--- config.mk ---
export PLATFORM = sky130hd
export DESIGN_NAME = sayeh_control_unit
export DESIGN_NICKNAME = d
export VERILOG_FILES = /design/src/rtl/sayeh_control_unit.sv
export SDC_FILE = /design/constraint.sdc
export NUM_CORES = 1
export LEC_CHECK = 0
export ABC_AREA = 1
export CAP_MARGIN = 30
export CORE_MARGIN = 5
export CORE_UTILIZATION = 46
export CTS_BUF_LIST = sky130_fd_sc_hd__clkbuf_8
export DETAILED_ROUTE_END_ITERATION = 16
export GPL_ROUTABILITY_DRIVEN = 0
export PLACE_DENSITY = 0.78
export SYNTH_ARGS = -nofsm -noshare
export SYNTH_HDL_FRONTEND = slang
export SYNTH_SLANG_ARGS = --single-unit
export TNS_END_PERCENT = 50
--- constraint.sdc ---
create_clock -name clk -period 1.8 [get_ports clk]
set_input_delay 0.18 -clock clk [delete_from_list [all_inputs] [get_ports clk]]
set_output_delay 0.18 -clock clk [all_outputs]
set_load 0.005 [all_outputs]
--- src/rtl/sayeh_control_unit.sv ---
// sayeh_control_unit
//   Multi-cycle control FSM for the SAYEH CPU. It fetches a 16-bit word into IR,
//   decodes it, and drives every datapath, memory and IO strobe. A short
//   instruction may carry a second short instruction in IR[7:0]. That second
//   (shadow) instruction is run from the same fetch, with Shadow=1.
// Ports
//   clk, External_Reset         : rising-edge clock, synchronous active-high reset
//   Instruction, Cout, Zout     : IR contents and status flags from the datapath
//   MemDataReady                : memory/IO completion for the current strobe
//   ReadMem/WriteMem/ReadIO/WriteIO, Halted : external handshake and halt status
//   remaining outputs           : addressing-unit, ALU, register, bus and flag strobes
// Outputs are decoded from the registered state. Where the datapath has to react
// in the same cycle, the decode is also qualified by MemDataReady.
module sayeh_control_unit #(
   parameter int MEM_TIMEOUT = 16
) (
   input  logic        clk,
   input  logic        External_Reset,
   input  logic [15:0] Instruction,
   input  logic        Cout,
   input  logic        Zout,
   input  logic        MemDataReady,
   output logic        ReadMem,
   output logic        WriteMem,
   output logic        ReadIO,
   output logic        WriteIO,
   output logic        Halted,
   output logic        ResetPC,
   output logic        PCplusI,
   output logic        PCplus1,
   output logic        RplusI,
   output logic        Rplus0,
   output logic        EnablePC,
   output logic        Rs_on_AddressUnitRSide,
   output logic        Rd_on_AddressUnitRSide,
   output logic        B15to0,
   output logic        AandB,
   output logic        AorB,
   output logic        notB,
   output logic        shlB,
   output logic        shrB,
   output logic        AaddB,
   output logic        AsubB,
   output logic        AmulB,
   output logic        AcmpB,
   output logic        RFLwrite,
   output logic        RFHwrite,
   output logic        WPreset,
   output logic        WPadd,
   output logic        IRload,
   output logic        SRload,
   output logic        Address_on_Databus,
   output logic        ALU_on_Databus,
   output logic        IR_on_LOpndBus,
   output logic        IR_on_HOpndBus,
   output logic        RFright_on_OpndBus,
   output logic        Cset,
   output logic        Creset,
   output logic        Zset,
   output logic        Zreset,
   output logic        Shadow
);

   typedef enum logic [2:0] {
      S_RST, S_FETCH, S_DECODE, S_EXEC, S_MEM, S_INC, S_HALT
   } state_t;

   state_t      r_state;
   logic        r_shadow;
   logic [3:0]  r_op;
   logic [3:0]  r_sub;
   logic        r_low_nz;
   logic [15:0] r_wait;

   logic   w_short;
   logic   w_illegal_sh;
   logic   w_go_shadow;
   logic   w_timeout;
   state_t w_after;
   state_t w_exec_next;

   // Short instructions can be followed by a shadow instruction in the low byte.
   // A long opcode decoded from the low byte has no meaning there and runs as a nop.
   assign w_short      = ((r_op == 4'h0) && (r_sub <= 4'h6)) || ((r_op != 4'h0) && (r_op != 4'hF));
   assign w_illegal_sh = r_shadow && !w_short;
   assign w_go_shadow  = !r_shadow && w_short && r_low_nz;
   assign w_after      = w_go_shadow ? S_DECODE : S_INC;
   // A MEM_TIMEOUT of 0 disables the watchdog.
   assign w_timeout    = (MEM_TIMEOUT != 0) && !MemDataReady &&
                         (r_wait == 16'(MEM_TIMEOUT - 1));

   always_comb begin
      w_exec_next = w_after;
      if (!w_illegal_sh) begin
         case (r_op)
            4'h0: begin
               case (r_sub)
                  4'h1:             w_exec_next = S_HALT;
                  4'h7, 4'h8, 4'h9: w_exec_next = S_FETCH;   // PC already updated
                  default:          ;
               endcase
            end
            4'h2, 4'h3, 4'h4, 4'h5: w_exec_next = S_MEM;
            4'hF:    if (r_sub[1:0] == 2'b11) w_exec_next = S_FETCH;
            default: ;
         endcase
      end
   end

   always_ff @(posedge clk) begin
      if (External_Reset) begin
         r_state  <= S_RST;
         r_shadow <= 1'b0;
         r_wait   <= '0;
      end else begin
         case (r_state)
            S_RST: begin
               r_state  <= S_FETCH;
               r_shadow <= 1'b0;
               r_wait   <= '0;
            end
            S_FETCH: begin
               r_shadow <= 1'b0;
               if (MemDataReady)   r_state <= S_DECODE;
               else if (w_timeout) r_state <= S_HALT;
               else                r_wait  <= r_wait + 16'd1;
            end
            S_DECODE: begin
               r_op     <= r_shadow ? Instruction[7:4] : Instruction[15:12];
               r_sub    <= r_shadow ? Instruction[3:0] : Instruction[11:8];
               r_low_nz <= |Instruction[7:0];
               r_wait   <= '0;
               r_state  <= S_EXEC;
            end
            S_EXEC: begin
               r_wait  <= '0;
               r_state <= w_exec_next;
               if (w_exec_next == S_DECODE) r_shadow <= 1'b1;
            end
            S_MEM: begin
               // Shadow stays put for the whole wait; it changes only once the transfer completes.
               if (MemDataReady) begin
                  r_state <= w_after;
                  if (w_go_shadow) r_shadow <= 1'b1;
               end else if (w_timeout) begin
                  r_state <= S_HALT;
               end else begin
                  r_wait <= r_wait + 16'd1;
               end
            end
            S_INC: begin
               r_shadow <= 1'b0;
               r_wait   <= '0;
               r_state  <= S_FETCH;
            end
            default: r_state <= S_HALT;
         endcase
      end
   end

   always_comb begin
      {ReadMem, WriteMem, ReadIO, WriteIO, Halted} = '0;
      {ResetPC, PCplusI, PCplus1, RplusI, Rplus0, EnablePC} = '0;
      {Rs_on_AddressUnitRSide, Rd_on_AddressUnitRSide} = '0;
      {B15to0, AandB, AorB, notB, shlB, shrB, AaddB, AsubB, AmulB, AcmpB} = '0;
      {RFLwrite, RFHwrite, WPreset, WPadd, IRload, SRload} = '0;
      {Address_on_Databus, ALU_on_Databus, IR_on_LOpndBus, IR_on_HOpndBus, RFright_on_OpndBus} = '0;
      {Cset, Creset, Zset, Zreset} = '0;
      Shadow = r_shadow && ((r_state == S_DECODE) || (r_state == S_EXEC) || (r_state == S_MEM));
      case (r_state)
         S_RST: {ResetPC, EnablePC, WPreset, Creset, Zreset} = '1;
         S_FETCH: begin
            ReadMem = 1'b1;
            IRload  = MemDataReady;
         end
         S_EXEC: begin
            if (!w_illegal_sh) begin
               case (r_op)
                  4'h0: begin
                     case (r_sub)
                        4'h2: Zset    = 1'b1;
                        4'h3: Zreset  = 1'b1;
                        4'h4: Cset    = 1'b1;
                        4'h5: Creset  = 1'b1;
                        4'h6: WPreset = 1'b1;
                        4'h7: {PCplusI, EnablePC} = '1;
                        4'h8: begin
                           PCplusI  = Zout;
                           PCplus1  = !Zout;
                           EnablePC = 1'b1;
                        end
                        4'h9: begin
                           PCplusI  = Cout;
                           PCplus1  = !Cout;
                           EnablePC = 1'b1;
                        end
                        4'hA:    WPadd = 1'b1;
                        default: ;
                     endcase
                  end
                  4'h1: {RFright_on_OpndBus, B15to0, ALU_on_Databus, RFLwrite, RFHwrite} = '1;
                  4'h6, 4'h7, 4'h8, 4'h9, 4'hA, 4'hB, 4'hC, 4'hD, 4'hE: begin
                     RFright_on_OpndBus = 1'b1;
                     SRload             = 1'b1;
                     AandB = (r_op == 4'h6);
                     AorB  = (r_op == 4'h7);
                     notB  = (r_op == 4'h8);
                     shlB  = (r_op == 4'h9);
                     shrB  = (r_op == 4'hA);
                     AaddB = (r_op == 4'hB);
                     AsubB = (r_op == 4'hC);
                     AmulB = (r_op == 4'hD);
                     AcmpB = (r_op == 4'hE);
                     // Compare only updates the status register.
                     if (r_op != 4'hE) {ALU_on_Databus, RFLwrite, RFHwrite} = '1;
                  end
                  4'hF: begin
                     case (r_sub[1:0])
                        2'b00: {IR_on_LOpndBus, B15to0, RFLwrite} = '1;
                        2'b01: {IR_on_HOpndBus, B15to0, RFHwrite} = '1;
                        2'b10: {PCplusI, Address_on_Databus, RFLwrite, RFHwrite} = '1;
                        default: {Rd_on_AddressUnitRSide, RplusI, EnablePC} = '1;
                     endcase
                  end
                  default: ;
               endcase
            end
         end
         S_MEM: begin
            Rs_on_AddressUnitRSide = 1'b1;
            Rplus0   = 1'b1;
            ReadMem  = (r_op == 4'h2);
            WriteMem = (r_op == 4'h3);
            ReadIO   = (r_op == 4'h4);
            WriteIO  = (r_op == 4'h5);
            if ((r_op == 4'h2) || (r_op == 4'h4)) begin
               RFLwrite = MemDataReady;
               RFHwrite = MemDataReady;
            end else begin
               {RFright_on_OpndBus, B15to0, ALU_on_Databus} = '1;
            end
         end
         S_INC: {PCplus1, EnablePC} = '1;
         S_HALT: Halted = 1'b1;
         default: ;
      endcase
   end

endmodule
==> impl_metrics.py, run 1 <==
metrics = {
    "cells_and_area": {
        "finalInstanceArea_um2": 4380,
        "final_core_util_pct": 85.7,
        "area_growth_pct": 81.4,
        "antennaDiodeCount": 0,
        "drive_gt1_share_pct": 49.5,
        "fin_nets": 561,
        "fin_cells": 605,
    },
    "run": {
        "drv_cap": 0,
    },
    "setup_path": {
        "crit_type": "reg2out",
        "slowest_stage": "edfxtp_1",
        "worstPathArrival_ns": 2.13,
        "start_kind": "register",
        "cp_max_fo": 4,
        "max_stage_delay_ns": 0.43,
        "endpoint_kind": "primary output",
        "worstPathRequired_ns": 1.62,
        "crit_chain": "buf_6 -> ha_4 -> inv_4 -> nand3_4 -> nand3_4 -> nand3_4 -> nand2_4 -> inv_4 -> nand3b_1 -> buf_6 -> buf_6 -> nor2_4 -> buf_2",
    },
    "pwr": {
        "ir_drop_uv": 565,
        "p_leak_nw": 1.98,
        "power_frac_comb_pct": 35.2,
        "pwr-share-clk_pct": 27.4,
        "p_seq_share_pct": 37.3,
        "p_sw_mw": 0.682,
        "power_density_nw_per_um2": 441,
        "p_int_mw": 1.25,
        "swShare_pct": 35.4,
    },
    "timing": {
        "fin_crit_ns": 2.31,
        "rsz0062_at_grt": "true",
        "setup_slack_ns": -0.512,
        "min_period_over_period_pct": 128,
        "tns_ns": -11.54,
        "fin_skew_ns": 0.00915,
        "slew_headroom_pct": 55.8,
        "hold_viol_final": 0,
        "fmax_mhz": 432,
        "setup_viol": 49,
        "finalMaxSlewViolations": 0,
        "hold_slack_ns": 0.519,
        "worstMarginPinSlew_ns": 0.660,
    },
    "synth": {
        "synth_compound_area_share_pct": 10.6,
        "synth_seq_cells": 29,
        "synth.area.mux_share_pct": 0,
        "syn_avg_cell_area_um2": 6.50,
        "seq_area_frac_synth_pct": 27.8,
        "synth_top_family_by_area": "simple AND/OR/NAND/NOR gates",
        "syn_nets": 398,
        "synthAdderAreaFrac_pct": 3.11,
        "yosys.area_share.simple_pct": 45.9,
        "synthesis.area_um2": 2410,
        "synth-xor-area-share_pct": 2.18,
        "yosysWarnings": 0,
        "synthCells": 371,
        "synth_cell_types": 38,
    },
    "place": {
        "hpwl_um": 6130,
        "placed_area_um2": 3520,
        "io_buffers": 59,
        "place_inst": 556,
    },
    "run_status": {
        "violations": "setup timing",
        "outcome": "finished, violations left",
    },
    "route": {
        "routed_via_density": 6.10,
        "ant_nets": 0,
        "drt_first_pass_iters": 9,
        "routedWlPerCell_um": 21.5,
        "drt-total-wl_um": 13000,
        "drc": 0,
        "drtIter0Drc": 511,
        "vias": 3692,
    },
    "clock_tree": {
        "cts_tree": "yes",
        "numCtsBuffers": 5,
        "path_clk_slew_ns": 0.07,
        "cts_root_buf": "clkbuf_8",
        "clk_latency_ns": 0.29,
        "clock_path_buffers": 2,
        "htree_levels": 2,
        "hold_buffers": 0,
        "clkSinkCount": 29,
    },
    "hold_path": {
        "worstHoldPathType": "reg2reg",
    },
    "floorplanning": {
        "core_area_um2": 5110,
        "dieArea_um2": 6790,
        "die_x_um": 82.4,
        "io_pins": 60,
        "die_y_um": 82.4,
        "core.rowCount": 26,
        "initial_core_util_pct": 47.2,
    },
    "grt": {
        "grt_pass1_vias": 3259,
        "antenna_found_initial": 0,
        "grt_usage_pct": 28.7,
        "grt_pass1_wl_um": 14800,
        "grt-ovfl-total": 0,
        "grt_max_degree": 14,
    },
}
repair_timing:
item | 4_1_cts | 5_1_grt
endpoints found under the setup margin | 41 | 44
buffers inserted | 24 | 23
resized for setup | 177 | 117
pin swaps | 23 | 41
metrics by stage:
step | total power [mW] | setup WS [ns]
6_report | 1.93 | -0.512
3_3_place_gp | 1.24 | -0.262
2_1_floorplan | 0.988 | 0.0451
5_1_grt | 1.98 | -0.607
4_1_cts | 1.79 | -0.310
3_5_place_dp | 1.26 | -0.380
Yosys cell counts:
cell type | instances | area (um2)
buf_6 | 2 | 22.5
o221ai_1 | 1 | 8.76
clkbuf_1 | 1 | 3.75
o22a_1 | 1 | 8.76
a211o_1 | 1 | 8.76
edfxtp_1 | 9 | 270
nor2_8 | 1 | 20.0
clkinv_1 | 1 | 3.75
nand2_4 | 3 | 33.8
a211oi_1 | 1 | 7.51
nand4_1 | 10 | 62.6
nand3_1 | 21 | 105
nand3b_1 | 2 | 15.0
buf_2 | 1 | 5.00
inv_2 | 10 | 37.5
o21ai_0 | 8 | 40.0
nor4_1 | 6 | 37.5
nand2_1 | 88 | 330
inv_1 | 40 | 150
nor2_4 | 6 | 67.6
buf_4 | 2 | 15.0
xor2_1 | 6 | 52.6
or3_1 | 1 | 6.26
nor2_1 | 52 | 195
o21ai_1 | 5 | 25.0
o31ai_1 | 2 | 15.0
nor3_2 | 1 | 10.0
nand3_2 | 6 | 60.1
dfxtp_1 | 20 | 400
inv_4 | 2 | 12.5
nand2_2 | 13 | 81.3
ha_1 | 6 | 75.1
nor3_1 | 14 | 70.1
o21ai_2 | 2 | 17.5
a21oi_1 | 22 | 110
a21oi_2 | 1 | 8.76
nor2_2 | 2 | 12.5
a31oi_1 | 1 | 6.26
cells in the final DEF, fill, tap and decap left out, types with 14 or more instances in the layout:
master	n
nand2_2	21
nand2_1	70
nor2_4	22
buf_6	32
buf_2	24
buf_4	73
inv_1	27
clkdlybuf4s50_1	23
a21oi_1	18
dfxtp_1	18
nand3_1	14
nor2_1	34
worst max-delay path: cells and delay by family (launching register included):
family        cells  cell delay, ns
buf+inv           6            0.66
simple gates      6            0.58
flops             1            0.43
fa+ha+maj         1            0.17
per-layer routing:
metal	GRT usage, %	up-vias	part of all wire (%)
met5	0	-	0
met4	20.1	0	9.6
met3	4.99	138	10
met2	52.8	362	47
met1	28.8	1647	33
li1	-	1545	-
sequential cells by signal (all words and copies together) (netlist names):
name and flops:
r_wait 16, r_state 3, r_op 4, r_low_nz 1, r_shadow 1, r_sub 4
power by group through the flow:
stage / Clock (mW) / Combinational [mW] / Sequential [mW]
2_1_floorplan: 0 / 0.257 / 0.731
3_3_place_gp: 0 / 0.518 / 0.726
3_5_place_dp: 0 / 0.530 / 0.728
4_1_cts: 0.521 / 0.554 / 0.716
5_1_grt: 0.546 / 0.715 / 0.720
6_report: 0.529 / 0.679 / 0.720
cell type report:
class | instances | area [um2]
flip-flops and latches | 29 | 673
well taps | 70 | 87.6
clock inverters | 3 | 12.5
fillers | 254 | 732
inverters | 53 | 236
clock buffers | 5 | 68.8
multi-input cells | 283 | 1950
repair buffers | 162 | 1340
cells by family after synthesis:
| group | count (synthesis) |
|---|---|
| AOI/OAI and AO/OA | 45 |
| xor gates and xnor gates | 6 |
| adders and majority gates | 6 |
| buffers and inverters | 59 |
| DFF | 29 |
| and+or+nand+nor | 226 |
path summary, 6_finish.rpt:
path / from / to / slack, ns / depth (start not counted)
max reg2reg: r_sub[0] / r_shadow / -0.44 / 15
max: r_sub[1] / shlB / -0.51 / 13
min reg2reg: r_wait[0] / r_wait[0] / 0.52 / 2
min: r_wait[0] / r_wait[0] / 0.52 / 2
Power figures use the tool's default switching activity.
==> run 2: changes to the inputs <==
--- a/config.mk
+++ b/config.mk
@@ -10,6 +10,7 @@
 export CORE_MARGIN = 5
 export CORE_UTILIZATION = 46
 export CTS_BUF_LIST = sky130_fd_sc_hd__clkbuf_8
+export CTS_CLUSTER_SIZE = 24
 export DETAILED_ROUTE_END_ITERATION = 16
 export GPL_ROUTABILITY_DRIVEN = 0
 export PLACE_DENSITY = 0.78
==> results of run 2 <==
Final layout, timing and power as in run 1 (identical DEF).
